===== src/rtl/sa_tile_ctrl_if.sv =====
// Host-side bundle of the tile sequencer: launch command, status and
// result-row writeback handshake.
interface sa_tile_ctrl_if #(
  parameter int NUM_ROW = 16,
  parameter int ADDR_W  = 10,
  parameter int K_W     = 10
);
  localparam int ROW_W = $clog2(NUM_ROW + 1);

  logic                start;
  logic [K_W-1:0]      k_len;
  logic [ADDR_W-1:0]   a_base;
  logic [ADDR_W-1:0]   b_base;
  logic                busy;
  logic                done;
  logic [NUM_ROW-1:0]  sa_row_out_valid;
  logic                out_valid;
  logic [ROW_W-1:0]    out_row;
  logic                out_ready;

  modport master (
    output start, k_len, a_base, b_base, out_ready,
    input  busy, done, sa_row_out_valid, out_valid, out_row
  );

  modport slave (
    input  start, k_len, a_base, b_base, out_ready,
    output busy, done, sa_row_out_valid, out_valid, out_row
  );
endinterface


===== src/rtl/sa_tile_ctrl.sv =====
// Output-stationary systolic array tile sequencer: operand fetch with
// diagonal skew, per-PE capture pulses, then row-by-row result drain.
module sa_tile_ctrl #(
  parameter int DATA_W  = 8,
  parameter int NUM_ROW = 16,
  parameter int NUM_COL = 16,
  parameter int ADDR_W  = 10,
  parameter int K_W     = 10,
  parameter int PE_LAT  = 1
) (
  input  logic                        clk,
  input  logic                        rst_n,
  sa_tile_ctrl_if.slave               ctl,
  output logic                        a_rd_en,
  output logic [ADDR_W-1:0]           a_rd_addr,
  input  logic [NUM_ROW*DATA_W-1:0]   a_rd_data,
  output logic                        b_rd_en,
  output logic [ADDR_W-1:0]           b_rd_addr,
  input  logic [NUM_COL*DATA_W-1:0]   b_rd_data,
  output logic                        sa_en,
  output logic [NUM_ROW*NUM_COL-1:0]  sa_clc,
  output logic [NUM_ROW*DATA_W-1:0]   sa_row_in,
  output logic [NUM_COL*DATA_W-1:0]   sa_col_in
);
  localparam int ROW_W = $clog2(NUM_ROW + 1);
  // Elapsed-cycle counter must reach K_max + 1 + PE_LAT + skew spans.
  localparam int CNT_W = $clog2((2 ** K_W) + NUM_ROW + NUM_COL + PE_LAT + 1);

  typedef enum logic [2:0] {IDLE, LOAD, FLUSH, DRAIN, DONE} state_t;

  state_t             state, state_nx;
  logic [K_W-1:0]     k_len_q;
  logic [ADDR_W-1:0]  a_base_q, b_base_q;
  logic [K_W-1:0]     k_cnt;
  logic [CNT_W-1:0]   e_cnt;     // cycles since the accepted start
  logic [ROW_W-1:0]   row_cnt;
  logic               data_vld;  // read data on the buffer ports is a real element
  logic [CNT_W-1:0]   t_base;    // elapsed count of the PE(NUM_ROW,NUM_COL) capture
  logic [CNT_W-1:0]   t_last;    // elapsed count of the PE(1,1) capture

  assign t_base = CNT_W'(k_len_q) + CNT_W'(PE_LAT + 1);
  assign t_last = t_base + CNT_W'(NUM_ROW + NUM_COL - 2);

  // State register
  always_ff @(posedge clk) begin
    if (!rst_n) state <= IDLE;
    else        state <= state_nx;
  end

  // Next-state logic
  always_comb begin
    state_nx = state;
    unique case (state)
      IDLE:    if (ctl.start) state_nx = (ctl.k_len == '0) ? DONE : LOAD;
      LOAD:    if (k_cnt == k_len_q - K_W'(1)) state_nx = FLUSH;
      FLUSH:   if (e_cnt == t_last) state_nx = DRAIN;
      DRAIN:   if (ctl.out_ready && row_cnt == ROW_W'(1)) state_nx = DONE;
      DONE:    state_nx = IDLE;
      default: state_nx = IDLE;
    endcase
  end

  // Command capture, fetch/elapsed counters and drain row counter
  always_ff @(posedge clk) begin
    if (!rst_n) begin
      k_len_q  <= '0;
      a_base_q <= '0;
      b_base_q <= '0;
      k_cnt    <= '0;
      e_cnt    <= '0;
      row_cnt  <= '0;
      data_vld <= 1'b0;
    end else begin
      data_vld <= (state == LOAD);
      unique case (state)
        IDLE: if (ctl.start) begin
          k_len_q  <= ctl.k_len;
          a_base_q <= ctl.a_base;
          b_base_q <= ctl.b_base;
          k_cnt    <= '0;
          e_cnt    <= CNT_W'(1);
        end
        LOAD: begin
          k_cnt <= k_cnt + K_W'(1);
          e_cnt <= e_cnt + CNT_W'(1);
        end
        FLUSH: begin
          e_cnt   <= e_cnt + CNT_W'(1);
          row_cnt <= ROW_W'(NUM_ROW);
        end
        DRAIN: if (ctl.out_ready) row_cnt <= row_cnt - ROW_W'(1);
        default: ;
      endcase
    end
  end

  // Control outputs decoded from state
  always_comb begin
    ctl.busy             = (state != IDLE);
    ctl.done             = (state == DONE);
    a_rd_en              = (state == LOAD);
    b_rd_en              = (state == LOAD);
    a_rd_addr            = '0;
    b_rd_addr            = '0;
    sa_en                = (state == LOAD) || (state == FLUSH);
    ctl.out_valid        = (state == DRAIN);
    ctl.out_row          = '0;
    ctl.sa_row_out_valid = '0;
    if (state == LOAD) begin
      a_rd_addr = a_base_q + ADDR_W'(k_cnt);
      b_rd_addr = b_base_q + ADDR_W'(k_cnt);
    end
    if (state == DRAIN) begin
      ctl.out_row          = row_cnt;
      ctl.sa_row_out_valid = NUM_ROW'(1) << (row_cnt - ROW_W'(1));
    end
  end

  // Per-PE capture: PE(r,c) fires d_r + d_c cycles after PE(NUM_ROW,NUM_COL)
  for (genvar gr = 0; gr < NUM_ROW; gr++) begin : g_clc_r
    for (genvar gc = 0; gc < NUM_COL; gc++) begin : g_clc_c
      assign sa_clc[gr*NUM_COL + gc] = (state == FLUSH) &&
        (e_cnt == t_base + CNT_W'((NUM_ROW - 1 - gr) + (NUM_COL - 1 - gc)));
    end
  end

  // Row operand skew: lane r delayed by NUM_ROW - r cycles, zero when no element
  for (genvar gr = 0; gr < NUM_ROW; gr++) begin : g_row
    localparam int D  = NUM_ROW - 1 - gr;
    logic [DATA_W-1:0] lane_in;
    assign lane_in = data_vld ? a_rd_data[gr*DATA_W +: DATA_W] : '0;
    if (D == 0) begin : g_direct
      assign sa_row_in[gr*DATA_W +: DATA_W] = lane_in;
    end else begin : g_delay
      localparam int PW = D * DATA_W;
      logic [PW-1:0] pipe;
      // Shift register of depth D
      always_ff @(posedge clk) begin
        if (!rst_n) pipe <= '0;
        else        pipe <= (pipe << DATA_W) | PW'(lane_in);
      end
      assign sa_row_in[gr*DATA_W +: DATA_W] = pipe[PW-1 -: DATA_W];
    end
  end

  // Column operand skew: lane c delayed by NUM_COL - c cycles
  for (genvar gc = 0; gc < NUM_COL; gc++) begin : g_col
    localparam int D  = NUM_COL - 1 - gc;
    logic [DATA_W-1:0] lane_in;
    assign lane_in = data_vld ? b_rd_data[gc*DATA_W +: DATA_W] : '0;
    if (D == 0) begin : g_direct
      assign sa_col_in[gc*DATA_W +: DATA_W] = lane_in;
    end else begin : g_delay
      localparam int PW = D * DATA_W;
      logic [PW-1:0] pipe;
      // Shift register of depth D
      always_ff @(posedge clk) begin
        if (!rst_n) pipe <= '0;
        else        pipe <= (pipe << DATA_W) | PW'(lane_in);
      end
      assign sa_col_in[gc*DATA_W +: DATA_W] = pipe[PW-1 -: DATA_W];
    end
  end
endmodule


===== src/flat_wrapper.sv =====
// flat-port wrapper written by rule: the top's interface ports become plain ports
module sa_tile_ctrl_flat 
#(
  parameter int DATA_W  = 8,
  parameter int NUM_ROW = 16,
  parameter int NUM_COL = 16,
  parameter int ADDR_W  = 10,
  parameter int K_W     = 10,
  parameter int PE_LAT  = 1
)
  (clk, rst_n, a_rd_en, a_rd_addr, a_rd_data, b_rd_en, b_rd_addr, b_rd_data, sa_en, sa_clc, sa_row_in, sa_col_in, ctl_start, ctl_k_len, ctl_a_base, ctl_b_base, ctl_out_ready, ctl_busy, ctl_done, ctl_sa_row_out_valid, ctl_out_valid, ctl_out_row);
  sa_tile_ctrl_if #(.NUM_ROW(NUM_ROW), .ADDR_W(ADDR_W), .K_W(K_W)) ctl_i ();
  input  logic clk;
  input  logic rst_n;
  output logic a_rd_en;
  output logic [ADDR_W-1:0] a_rd_addr;
  input  logic [NUM_ROW*DATA_W-1:0] a_rd_data;
  output logic b_rd_en;
  output logic [ADDR_W-1:0] b_rd_addr;
  input  logic [NUM_COL*DATA_W-1:0] b_rd_data;
  output logic sa_en;
  output logic [NUM_ROW*NUM_COL-1:0] sa_clc;
  output logic [NUM_ROW*DATA_W-1:0] sa_row_in;
  output logic [NUM_COL*DATA_W-1:0] sa_col_in;
  input wire logic [$bits(ctl_i.start)-1:0] ctl_start;
  input wire logic [$bits(ctl_i.k_len)-1:0] ctl_k_len;
  input wire logic [$bits(ctl_i.a_base)-1:0] ctl_a_base;
  input wire logic [$bits(ctl_i.b_base)-1:0] ctl_b_base;
  input wire logic [$bits(ctl_i.out_ready)-1:0] ctl_out_ready;
  output wire logic [$bits(ctl_i.busy)-1:0] ctl_busy;
  output wire logic [$bits(ctl_i.done)-1:0] ctl_done;
  output wire logic [$bits(ctl_i.sa_row_out_valid)-1:0] ctl_sa_row_out_valid;
  output wire logic [$bits(ctl_i.out_valid)-1:0] ctl_out_valid;
  output wire logic [$bits(ctl_i.out_row)-1:0] ctl_out_row;
  assign ctl_i.start = ctl_start;
  assign ctl_i.k_len = ctl_k_len;
  assign ctl_i.a_base = ctl_a_base;
  assign ctl_i.b_base = ctl_b_base;
  assign ctl_i.out_ready = ctl_out_ready;
  assign ctl_busy = ctl_i.busy;
  assign ctl_done = ctl_i.done;
  assign ctl_sa_row_out_valid = ctl_i.sa_row_out_valid;
  assign ctl_out_valid = ctl_i.out_valid;
  assign ctl_out_row = ctl_i.out_row;
  sa_tile_ctrl #(.DATA_W(DATA_W), .NUM_ROW(NUM_ROW), .NUM_COL(NUM_COL), .ADDR_W(ADDR_W), .K_W(K_W), .PE_LAT(PE_LAT)) u_core (.clk(clk), .rst_n(rst_n), .ctl(ctl_i), .a_rd_en(a_rd_en), .a_rd_addr(a_rd_addr), .a_rd_data(a_rd_data), .b_rd_en(b_rd_en), .b_rd_addr(b_rd_addr), .b_rd_data(b_rd_data), .sa_en(sa_en), .sa_clc(sa_clc), .sa_row_in(sa_row_in), .sa_col_in(sa_col_in));
endmodule

===== config.mk =====
export PLATFORM = sky130hd
export DESIGN_NAME = sa_tile_ctrl_flat
export DESIGN_NICKNAME = d
export VERILOG_FILES = /design/src/rtl/sa_tile_ctrl_if.sv /design/src/rtl/sa_tile_ctrl.sv /design/src/flat_wrapper.sv
export SDC_FILE = /design/constraint.sdc
export NUM_CORES = 2
export LEC_CHECK = 0
export CAP_MARGIN = 0
export CORE_ASPECT_RATIO = 1.1
export CORE_MARGIN = 2
export CORE_UTILIZATION = 45
export DETAILED_ROUTE_END_ITERATION = 12
export GPL_ROUTABILITY_DRIVEN = 0
export GPL_TIMING_DRIVEN = 0
export PLACE_DENSITY = 0.7
export SLEW_MARGIN = 20
export SYNTH_ARGS = -nofsm -noshare
export SYNTH_HDL_FRONTEND = slang
export SYNTH_SLANG_ARGS = --single-unit
export TNS_END_PERCENT = 30

===== constraint.sdc =====
create_clock -name clk -period 4.7 [get_ports clk]
set_input_delay 0.705 -clock clk [delete_from_list [all_inputs] [get_ports clk]]
set_output_delay 0.705 -clock clk [all_outputs]
set_load 0.01 [all_outputs]

After elaboration in Yosys (flattened, before gate mapping)
Cells that the tools add are included.
{"block": "word_totals", "regBits": 1980, "inputBits": 290, "output_inout_bits": 559}
{"block": "op_classes", "n_addsub": 37, "n_eq_ne": 42, "shift": 1, "n_mux": 46, "n_bitwise": 28, "reduce_logical": 46}
{"cell": "$eq 11x11->1", "count": 31}
{"cell": "$mux 8", "count": 30}
{"cell": "$or 120x8->120", "count": 2}
{"cell": "$or 112x8->112", "count": 2}
{"cell": "$or 104x8->104", "count": 2}
{"cell": "$or 96x8->96", "count": 2}
{"cell": "$or 88x8->88", "count": 2}
{"cell": "$add 11x5->11 const B", "count": 15}
{"cell": "$or 80x8->80", "count": 2}
{"cell": "$or 72x8->72", "count": 2}
{"cell": "$or 64x8->64", "count": 2}
{"cell": "$or 56x8->56", "count": 2}
{"cell": "$or 48x8->48", "count": 2}
{"cell": "$add 11x4->11 const B", "count": 8}
{"cell": "$or 40x8->40", "count": 2}
{"cell": "$or 32x8->32", "count": 2}
{"cell": "$or 24x8->24", "count": 2}
{"cell": "$add 11x3->11 const B", "count": 4}
{"cell": "$logic_and 1x1->1", "count": 32}
{"cell": "$or 16x8->16", "count": 2}
{"cell": "$mux 10", "count": 3}
{"cell": "$add 11x1->11 const B", "count": 2}
{"cell": "$add 11x2->11 const B", "count": 2}
{"cell": "$pmux 11 s2", "count": 1}
{"cell": "other kinds (28)", "count": 44}

Longest topological paths before layout
{"block": "depth", "word_depth": 5, "mapped_depth": 15}

Worst setup path before layout
No wires, ideal clock.
{"block": "synth_path", "path_kind": "register to output", "from": "register u_core.k_len_q[1]", "to": "output sa_clc[101]", "t_arrival_ns": 4.857, "t_required_ns": 3.995, "setup_slack_ns": -0.862, "path_stages_with_launch": 13, "path_cell_list": "dfxtp_1 -> buf_2 -> and3_1 -> xnor2_1 -> inv_1 -> clkbuf_1 -> ha_1 -> clkbuf_1 -> clkbuf_1 -> clkbuf_1 -> o221ai_1 -> a2111oi_0 -> buf_4"}
{"block": "synth_via", "elab_chain_len": 4}
{"element": "start: declaration", "line_no": "sa_tile_ctrl.sv:32", "rtl": "logic [K_W-1:0] k_len_q;"}
{"element": "start signal: assignment", "line_no": "sa_tile_ctrl.sv:77", "rtl": "k_len_q <= ctl.k_len;"}
{"element": "$add 10x2->11", "line_no": "sa_tile_ctrl.sv:41", "rtl": "assign t_base = CNT_W'(k_len_q) + CNT_W'(PE_LAT + 1);"}
{"element": "$add 11x5->11"}
{"element": "$eq 11x11->1"}
{"element": "$logic_and 1x1->1"}
{"element": "end: declaration", "line_no": "flat_wrapper.sv:22", "rtl": "output logic [NUM_ROW*NUM_COL-1:0] sa_clc;"}
No other way between the ends.

Final worst setup path
{"block": "layout_path", "from": "register u_core.k_len_q[2]", "to": "output sa_clc[223]"}
{"block": "layout_via", "elab_chain_len": 4}
{"element": "$add 10x2->11", "line_no": "sa_tile_ctrl.sv:41"}
{"element": "$add 11x2->11", "line_no": "sa_tile_ctrl.sv:123", "rtl": "(e_cnt == t_base + CNT_W'((NUM_ROW - 1 - gr) + (NUM_COL - 1 - gc)));"}
{"element": "$eq 11x11->1", "line_no": "sa_tile_ctrl.sv:123"}
{"element": "$logic_and 1x1->1", "line_no": "sa_tile_ctrl.sv:122", "rtl": "assign sa_clc[gr*NUM_COL + gc] = (state == FLUSH) &&"}
No other way between the ends.

==> impl_metrics.yaml <==
worst_setup_path:
  crit_end: "sa_clc[223]"
  cp_cell_sequence: "buf_6 > clkinvlp_4 > buf_4 > ha_1 > nor2_2 > xnor2_1 > nor3_1 > nand4_1 > a221o_1 > nor4_4 > buf_4 > clkdlybuf4s50_1"
  reg2reg_depth: 14
  worstPathArrival_ns: 4.51
  worst_setup_path_end_kind: "output pin"
  critical_path_cell_count: 12
  crit_fanout: 7
  ff2ff_setup_slack_ns: 1.59
  cp.required_ns: 3.99
  crit_family: "simple AND/OR/NAND/NOR gates"
  r2r_start: "u_core.k_len_q[2]"
  crit_buf_inv: 5
  crit_top_cell: "buf_4"
  cp_slowest_stage_delay_ns: 0.89
  crit_type: "reg2out"
  critPathSlowestCell: "nor3_1"
  worstSetupStartpointType: "register"
  crit_start: "u_core.k_len_q[2]"
  worstReg2RegEnd: "u_core.state[0]"
power:
  p_clk_share_pct: 43.9
  finalPower_mw: 33.6
  swShare_pct: 21.8
  p_int_mw: 26.3
  ir_worst_vdd_mv: 0.325
  p_seq_share_pct: 50.6
  leakage_nw: 36.2
  power_frac_comb_pct: 5.6
  powerDensity_nw_per_um2: 406
  switchingPower_mw: 7.34
timing:
  timing.setup.tns_ns: -30.41
  setup_viol: 153
  finalCritPeriodShare_pct: 111
  fin_skew_ns: 0.0526
  fin_ws_ns: -0.514
  rsz0062_at_grt: "true"
  hold_viol_final: 0
  slew_headroom_pct: 24.8
  max_freq_ghz: 0.192
  fin_crit_ns: 5.21
  tightest_slew_ns: 1.12
  drv_slew: 0
die:
  ioPinCount: 849
  start_util_pct: 45.4
  coreArea_um2: 138000
  fp.dieH_um: 396
  dieArea_um2: 143000
  die_x_um: 360
  rows: 143
logic_synthesis:
  synth_cells: 5702
  synth-edff-count: 0
  ys_ff_latch: 1980
  synth-xor-area-share_pct: 1.62
  syn-cell-area_um2: 62800
  synth_compound_area_share_pct: 3.13
  synth_ff_type: "dfxtp_1"
  synth_top_area_cell: "dfxtp_1"
  synthSimpleGateAreaFrac_pct: 23.5
  synth_top_area_share_pct: 63.1
  synth_top_family_by_area: "simple AND/OR/NAND/NOR gates"
  synthArstFlopShare_pct: 0
  yosys_warnings: 0
  ys_seq_area_share_pct: 63.1
  syn-mean-instance-area_um2: 11.0
  synth_area_leaders: "dfxtp_1 63%, and2_1 17%, buf_4 5.4%, and3_1 2.6%, clkbuf_1 1.8%"
  synth_fa_ha_area_share_pct: 0.921
  synth_nets: 6037
  muxShareOfSynthArea_pct: 0.179
  synth_cell_type_count: 78
global_route:
  grt_pass1_vias: 39200
  grt_first_pass_wirelength_mm: 225
  grt_use_total_pct: 20.6
  grt_overflow: 0
  grt_start_max_net_pins: 17
  antenna_found_initial: 26
status:
  outcome: "finished with violations"
  violations: "design-rule violations, negative setup slack"
finish:
  drive_above_1_share_pct: 18.2
  post-route-util_pct: 59.8
  area_growth_pct: 31.7
  fillers: 11200
  finalNetCount: 7210
  seqCellArea_um2: 39700
  design_area_um2: 82700
  multi_input_area_um2: 19800
drt:
  met1_length_mm: 59.6
  drc_errors: 72
  wire_per_inst_um: 17.5
  viasPerCell: 4.65
  wl_met3_mm: 12.0
  vias: 41100
  wl_met2_mm: 75.7
  drt_wl_total_mm: 155
  detail-route-antenna-nets: 0
  top_layer_used: "met5"
  dr.first_iter.drc_count: 3260
  firstDrtPassIters: 13
worst_hold_path:
  min_path_type: "reg2reg"
place:
  dp_slack_ns: -1.67
  portBuffers: 847
  postPlaceCellArea_um2: 73700
  dpl.hpwl_mm: 110
cts:
  cts_tree: "done"
  ctsLongestPathBuffers: 3
  cts_buffers: 179
  cts_htree_levels: 4
  clkLatencyLatePin_ns: 0.79
  hold_buffers: 0
  clock_sinks: 1980
  clkTransAtPathRegs_ns: 0.06
  root_buffer: "clkbuf_16"
run:
  maxCapViolCount: 0
[power by group through the flow]
stage | logic [mW] | clock network, mW | registers (mW)
floorplan | 0.811 | 0 | 17.3
global placement | 1.52 | 0 | 17.4
detailed placement | 1.55 | 0 | 17.4
CTS | 1.71 | 15.1 | 17.0
global route | 1.98 | 15.8 | 17.0
finish | 1.87 | 14.8 | 17.0
[flip-flops by register name, summed over array words and instances (netlist names)]
register	cells
u_core.g_row.g_delay.pipe	960
u_core.b_base_q	10
u_core.e_cnt	11
u_core.a_base_q	10
u_core.k_len_q	10
u_core.row_cnt	5
u_core.g_col.g_delay.pipe	960
u_core.state	3
u_core.data_vld	1
u_core.k_cnt	10
[routing by layer]
| layer | track usage (%) | vias to the layer above |
|---|---|---|
| met3 | 5.40 | 628 |
| met1 | 23.5 | 18900 |
| met5 | 0 | - |
| met2 | 36.3 | 1666 |
| li1 | - | 19900 |
| met4 | 8.67 | 22 |
[cell families (layout without fill, tap and decap cells)]
logic type | after synthesis | count (layout)
compound gates | 310 | 310
xor+xnor | 99 | 99
fa+ha+maj | 45 | 45
buf+inv | 804 | 2121
flops | 1980 | 1980
mux | 11 | 11
other cells | 0 | 12
simple gates | 2453 | 2454
[synth_stat cells, drive strengths merged, types with 6 or more instances]
cell type and number:
o21bai 7, a21oi 98, nor4b 6, o21ai 60, a211oi 10, buf 472
nand4 19, o31ai 7, nand3 38, xnor2 62, inv 30, o22ai 6
and2 1732, a31oi 16, nor4 21, clkbuf 301, nand2 161, mux2i 9
nand2b 10, nand3b 9, a2111oi 7, a221oi 6, nor3b 11, a21boi 37
dfxtp 1980, nor2 86, and3 262, o211ai 8, or2 10, a22oi 8
nor3 48, xnor3 6, xor2 28, nor2b 19, a21o 14, ha 43
or3 8
[area by class of cell]
| cell class | count | area share (%) |
|---|---|---|
| antenna | 12 | 0.0363 |
| buffer | 764 | 5.94 |
| clock buffer | 258 | 6.30 |
| clock inverter | 68 | 1.13 |
| inverter | 31 | 0.176 |
| multi-input combinational | 2919 | 24.0 |
| sequential | 1980 | 48.0 |
| tap | 1812 | 2.74 |
| timing repair buffer | 1000 | 11.7 |
[layout by cell type, fill, tap and decap left out, drive strengths merged, types with 7 or more instances in the layout]
cell and count:
a21o 14, a31oi 16, nor2b 19, o211ai 8
or3 8, o31ai 7, a2111oi 7, clkinvlp 13
xor2 28, a21boi 37, o21bai 7, or2 10
buf 734, dlygate4sd2 15, clkdlybuf4s50 678, nor3 48
and2 1732, clkbuf 551, ha 43, nor4 21
nor2 86, nand2b 10, inv 30, nand4 19
bufinv 15, nand3 38, o21ai 60, dfxtp 1980
xnor2 62, a22oi 8, a211oi 10, nor3b 11
a21oi 98, nand2 161, clkinv 41, diode 12
nand3b 9, dlymetal6s2s 40, mux2i 9, and3 263
[worst register-to-register path, cell delays in order, from the launching register on]
cell and delay [ns]:
dfxtp_4 0.39, buf_6 0.15, clkinvlp_4 0.13, ha_4 0.33, buf_12 0.13, clkinvlp_4 0.15, ha_4 0.24, buf_4 0.15
nand2_4 0.17, mux2i_1 0.14, xnor2_1 0.33, nand4_1 0.13, nor4_1 0.25, o32ai_1 0.15, a21oi_1 0.17
[timing repair]
| item | in CTS | in global routing |
|---|---|---|
| cloned | 6 | 4 |
| setup buffers | 73 | 58 |
| gates resized for setup | 352 | 356 |
| setup endpoints to repair | 263 | 259 |
| pin swaps | 43 | 55 |
[how the worst min path moves through the flow]
| stage | end | cells past startpoint | from | slack [ns] |
|---|---|---|---|---|
| after floorplan | u_core.g_col[0].g_delay.pipe[100] | 1 | u_core.g_col[0].g_delay.pipe[92] | 0.41 |
| after global placement | u_core.g_row[3].g_delay.pipe[59] | 1 | u_core.g_row[3].g_delay.pipe[51] | 0.41 |
| after detailed placement | u_core.g_col[1].g_delay.pipe[53] | 1 | u_core.g_col[1].g_delay.pipe[45] | 0.42 |
| after CTS | u_core.g_col[1].g_delay.pipe[60] | 1 | u_core.g_col[1].g_delay.pipe[52] | 0.39 |
| after global routing | u_core.g_col[1].g_delay.pipe[60] | 1 | u_core.g_col[1].g_delay.pipe[52] | 0.42 |
| final | u_core.g_col[1].g_delay.pipe[60] | 1 | u_core.g_col[1].g_delay.pipe[52] | 0.39 |
[through the flow]
step | hold WS (ns) | instances
2_1_floorplan | 0.412 | 5702
3_3_place_gp | 0.412 | 8361
3_5_place_dp | 0.417 | 8374
4_1_cts | 0.394 | 8773
5_1_grt | 0.417 | 8837
6_report | 0.387 | 8844
No activity file was read; power rests on OpenSTA's default activity.
